**src/rtl/id_ex_operand_stage.sv**
```systemverilog
// ID/EX pipeline register with EX-stage operand forwarding from EX/MEM and MEM/WB.
// Drives the ALU operands, store data, destination register and gated write-back controls.
module id_ex_operand_stage #(
    parameter int WIDTH   = 32,
    parameter int REGBITS = 5
) (
    input  logic               clk,
    input  logic               rst_n,
    input  logic               stall,
    input  logic               flush,
    input  logic               id_valid,
    input  logic [WIDTH-1:0]   id_rd1,
    input  logic [WIDTH-1:0]   id_rd2,
    input  logic [WIDTH-1:0]   id_imm,
    input  logic [REGBITS-1:0] id_rs,
    input  logic [REGBITS-1:0] id_rt,
    input  logic [REGBITS-1:0] id_rd,
    input  logic [2:0]         id_alu_control,
    input  logic               id_alu_src,
    input  logic               id_reg_dst,
    input  logic               id_reg_write,
    input  logic               id_mem_write,
    input  logic               id_mem_to_reg,
    input  logic               exm_reg_write,
    input  logic [REGBITS-1:0] exm_rd,
    input  logic [WIDTH-1:0]   exm_result,
    input  logic               wb_reg_write,
    input  logic [REGBITS-1:0] wb_rd,
    input  logic [WIDTH-1:0]   wb_result,
    output logic [WIDTH-1:0]   srcA,
    output logic [WIDTH-1:0]   srcB,
    output logic [2:0]         ALUControl,
    output logic               ex_valid,
    output logic [WIDTH-1:0]   ex_write_data,
    output logic [REGBITS-1:0] ex_write_reg,
    output logic               ex_reg_write,
    output logic               ex_mem_write,
    output logic               ex_mem_to_reg,
    output logic               ex_illegal_op
);

    logic               valid_q;
    logic [WIDTH-1:0]   rd1_q, rd2_q, imm_q;
    logic [REGBITS-1:0] rs_q, rt_q, rd_q;
    logic [2:0]         alu_control_q;
    logic               alu_src_q, reg_dst_q;
    logic               reg_write_q, mem_write_q, mem_to_reg_q;

    // Control fields: a flush turns the slot into a bubble, a stall holds it.
    always_ff @(posedge clk or negedge rst_n) begin
        if (!rst_n) begin
            valid_q       <= 1'b0;
            alu_control_q <= 3'b000;
            reg_write_q   <= 1'b0;
            mem_write_q   <= 1'b0;
            mem_to_reg_q  <= 1'b0;
        end else if (flush) begin
            valid_q       <= 1'b0;
            alu_control_q <= 3'b000;
            reg_write_q   <= 1'b0;
            mem_write_q   <= 1'b0;
            mem_to_reg_q  <= 1'b0;
        end else if (!stall) begin
            valid_q       <= id_valid;
            alu_control_q <= id_alu_control;
            reg_write_q   <= id_reg_write;
            mem_write_q   <= id_mem_write;
            mem_to_reg_q  <= id_mem_to_reg;
        end
    end

    // Data fields are don't-care in a bubble, so a flush simply loads them.
    always_ff @(posedge clk or negedge rst_n) begin
        if (!rst_n) begin
            rd1_q     <= '0;
            rd2_q     <= '0;
            imm_q     <= '0;
            rs_q      <= '0;
            rt_q      <= '0;
            rd_q      <= '0;
            alu_src_q <= 1'b0;
            reg_dst_q <= 1'b0;
        end else if (flush || !stall) begin
            rd1_q     <= id_rd1;
            rd2_q     <= id_rd2;
            imm_q     <= id_imm;
            rs_q      <= id_rs;
            rt_q      <= id_rt;
            rd_q      <= id_rd;
            alu_src_q <= id_alu_src;
            reg_dst_q <= id_reg_dst;
        end
    end

    logic             exm_hit_a, exm_hit_b, wb_hit_a, wb_hit_b;
    logic [WIDTH-1:0] fwd_a, fwd_b;

    // Register 0 is hard-wired to zero and must never be forwarded.
    assign exm_hit_a = exm_reg_write && (exm_rd != '0) && (exm_rd == rs_q);
    assign exm_hit_b = exm_reg_write && (exm_rd != '0) && (exm_rd == rt_q);
    assign wb_hit_a  = wb_reg_write  && (wb_rd  != '0) && (wb_rd  == rs_q);
    assign wb_hit_b  = wb_reg_write  && (wb_rd  != '0) && (wb_rd  == rt_q);

    assign fwd_a = exm_hit_a ? exm_result : (wb_hit_a ? wb_result : rd1_q);
    assign fwd_b = exm_hit_b ? exm_result : (wb_hit_b ? wb_result : rd2_q);

    assign srcA          = fwd_a;
    assign srcB          = alu_src_q ? imm_q : fwd_b;
    assign ALUControl    = alu_control_q;
    assign ex_valid      = valid_q;
    assign ex_write_data = fwd_b;
    assign ex_write_reg  = reg_dst_q ? rd_q : rt_q;

    assign ex_illegal_op = valid_q && (alu_control_q > 3'b100);
    assign ex_reg_write  = reg_write_q  && valid_q && !ex_illegal_op;
    assign ex_mem_write  = mem_write_q  && valid_q && !ex_illegal_op;
    assign ex_mem_to_reg = mem_to_reg_q && valid_q && !ex_illegal_op;

endmodule

```
**config.mk**
```make
export PLATFORM = sky130hd
export DESIGN_NAME = id_ex_operand_stage
export DESIGN_NICKNAME = d
export VERILOG_FILES = /design/src/rtl/id_ex_operand_stage.sv
export SDC_FILE = /design/constraint.sdc
export NUM_CORES = 1
export LEC_CHECK = 0
export CORE_UTILIZATION = 42
export DETAILED_ROUTE_END_ITERATION = 8
export PLACE_DENSITY = 0.81
export RECOVER_POWER = 50
export SYNTH_ARGS = -nofsm -noshare
export SYNTH_HDL_FRONTEND = slang
export SYNTH_SLANG_ARGS = --single-unit
```
**constraint.sdc**
```tcl
create_clock -name clk -period 3.2 [get_ports clk]
set_clock_uncertainty 0.1 [all_clocks]
set_input_delay 0.64 -clock clk [delete_from_list [all_inputs] [get_ports clk]]
set_output_delay 0.64 -clock clk [all_outputs]
set_load 0.1 [all_outputs]
```
==> metrics.txt <==
status finished with violations; failing checks capacitance limit, slew limit, setup timing; crit-path max FO 21; Final Core Density around 93%; Ys Warns 0; DIE WIDTH about 130 um; Arr. time, crit path 2.80 ns; Vias between 8,000 and 9,000; CTS H-tree depth 4; Seq cells post-synth 120; Netlist cell types 31; register area about 0.003 mm^2; Synth Area in XOR/XNOR ~2.6%; post-route ant nets 0; Hold Slack between 0.4 and 0.5 ns; 1st-pass router iterations 5; total CTS buffers 17; IO buf count roughly 300; Post-Synth Adder-Cell Area 0%; WL final about 40,000 um; # IOs between 300 and 400; total global routing overflow 0; largest family of logic cells by synthesized area multiplexers; Synth area leaders dfrtp_1 (44%), mux2_2 (24%), mux2i_1 (5.8%); number of max-cap violations 1; Final Setup Violations 95; Core Region around 0.016 mm^2; vias in the first global route between 8,000 and 9,000; Worst EP required approximately 2.5 ns; relative slew slack -38.2%; period utilisation layout 111%; most frequent cells in the layout clkdlybuf4s50_1 (185), mux2_2 (115), dfrtp_1 (113); Final nets ~1,200; Crit Path Class flip-flop to output port; CTS Sinks 120; Starting Density a little over two fifths; transition time of the tightest slew-check pin 2.07 ns; ratio of cells with drive above 1 in the final layout 58.2%; first-pass GRT wire length 49,200 um; gr usage total between 40 and 50%; HP Class flip-flop to flip-flop; clock root buffer clkbuf_16; number of synthesized flops with an enable pin 0; Primary FF master, synth dfrtp_1; fillers between 400 and 500; Slew Limit Fails 35; Syn Inst Count 636; largest net degree at the start of global routing just under 60; Final min period 3.54 ns; Area Overhead vs Synth 117%; post-synth top area share between 40% and 50%; Clock Latency Late Sink ~0.44 ns; Rows 46; Cell Pwr Density between 400 and 500 mW/mm^2; Worst Setup Start Kind flip-flop; P_leak approximately 0.006 uW; Synth Area in Compound Gates between 8 and 9%; Seq/Total Area, Yosys ~44%; worst setup margin -0.338 ns; DRC 0; simple logic cell fraction of the synthesized area approximately 9%; fmax about 280 MHz; Yosys top cell by area dfrtp_1; Final Wtd Congestion ~0.87; Hold Fails Final Rpt 0; Starting DRT DRC Count roughly 550; crit end category output port; maximum VDD drop ~0.00041 V; largest buffer count on any clock path 2; post-synth design cell area between 0.006 and 0.007 mm^2; Die Ht between 100 and 150 um; clock transition at the registers of the reported paths about 0.060 ns; multi-input logic area 0.00515 mm^2; Syn Area/Cell between 10 and 15 um^2; commonest non-fill, non-tap cell in the layout clkdlybuf4s50_1; initial antenna violation count 3; DP Worst Slack -0.441 ns; Post-DP HPWL 19,100 um; Post-Syn Nets 836; mux contribution to synthesized area between 30% and 40%; CTS tree built; RSZ-0062 raised after global routing yes; ys async rst share 100%; Vias/cell about 6.3; WL per Instance about 31 um; Die ar. ~0.017 mm^2
[worst paths after layout]
path	startpoint	to	slack, ns	depth (start not counted)
min in group asynchronous	rst_n	imm_q[2]$_DFFE_PN0P_	0.69	1
max in group asynchronous	rst_n	rs_q[0]$_DFFE_PN0P_	0.36	2
worst min register to register	imm_q[14]$_DFFE_PN0P_	imm_q[14]$_DFFE_PN0P_	0.41	1
worst max register to register	alu_src_q$_DFFE_PN0P_	alu_src_q$_DFFE_PN0P_	1.96	1
worst max-delay path	rt_q[0]$_DFFE_PN0P_	srcB[25]	-0.34	9
worst min-delay path	imm_q[14]$_DFFE_PN0P_	imm_q[14]$_DFFE_PN0P_	0.41	1
[logic make-up after synthesis]
logic type,count (synthesis)
muxes,188
buffers and inverters,85
and+or+nand+nor,121
DFF,120
AOI/OAI and AO/OA,102
xor gates and xnor gates,20
[final cells by class]
class | count | share of cell area [%]
antenna | 4 | 0.0681
clock buffer | 19 | 3.08
clock inverter | 12 | 0.868
inverter | 33 | 0.842
multi-input combinational | 431 | 35.0
sequential | 120 | 20.5
tap | 216 | 1.84
timing repair buffer | 433 | 37.8
[Yosys cell counts, types with 4 or more instances]
cell type	count
a31oi_1	31
mux2_2	145
or3_1	31
a21oi_1	32
buf_2	13
mux2i_1	39
xnor2_1	17
nor2_1	45
nor3_1	32
buf_1	12
mux2_1	4
o21ai_0	31
dfrtp_1	120
inv_1	33
clkbuf_1	24
[worst max-delay path, stage by stage (launching register included)]
cell,delay [ns]
dfrtp_2,0.46
xnor2_1,0.24
nand4_1,0.17
buf_6,0.22
buf_16,0.19
o21ai_0,0.32
buf_4,0.20
a31oi_4,0.08
mux2_4,0.30
buf_12,0.17
[stage by stage]
| step | area [um^2] | setup TNS [ns] | total power (uW) | instances |
|---|---|---|---|---|
| 2_1_floorplan | 7670 | -15.81 | 3580 | 636 |
| 3_3_place_gp | 12600 | -25.95 | 4850 | 1203 |
| 3_5_place_dp | 12600 | -30.74 | 4900 | 1203 |
| 4_1_cts | 14400 | -2.56 | 7010 | 1257 |
| 5_1_grt | 14700 | -19.33 | 7390 | 1267 |
| 6_report | 14700 | -13.83 | 7260 | 1268 |
[timing repair]
item | in CTS | in global routing
pin swaps | 49 | 25
gates resized for setup | 228 | 51
endpoints found under the setup margin | 96 | 96
hold buffers | 0 | 0
gates cloned | 11 | 8
buffers inserted | 13 | 4
hold endpoints to repair | 0 | 0
[power breakdown]
| group | internal [uW] | leakage, uW | switching (uW) |
|---|---|---|---|
| combinational | 1470 | 0.00431 | 2040 |
| sequential | 1650 | 0.00140 | 142 |
| clock | 1180 | 0.000277 | 793 |
[sequential cells by signal, summed over array words and instances (netlist names)]
signal and flops:
reg_dst_q 1, alu_src_q 1, ALUControl 3, rd2_q 32
rs_q 5, mem_to_reg_q 1, rt_q 5, ex_valid 1
rd1_q 32, rd_q 5, mem_write_q 1, imm_q 32
reg_write_q 1
[per-layer routing]
metal,vias to the layer above,global-route usage [%],part of all wire [%]
li1,3098,-,-
met1,3988,43.2,33
met2,673,71.6,50
met3,246,12.0,9.7
met4,2,26.3,7.3
met5,-,0,0.030
(Power assumes the default switching activity.)
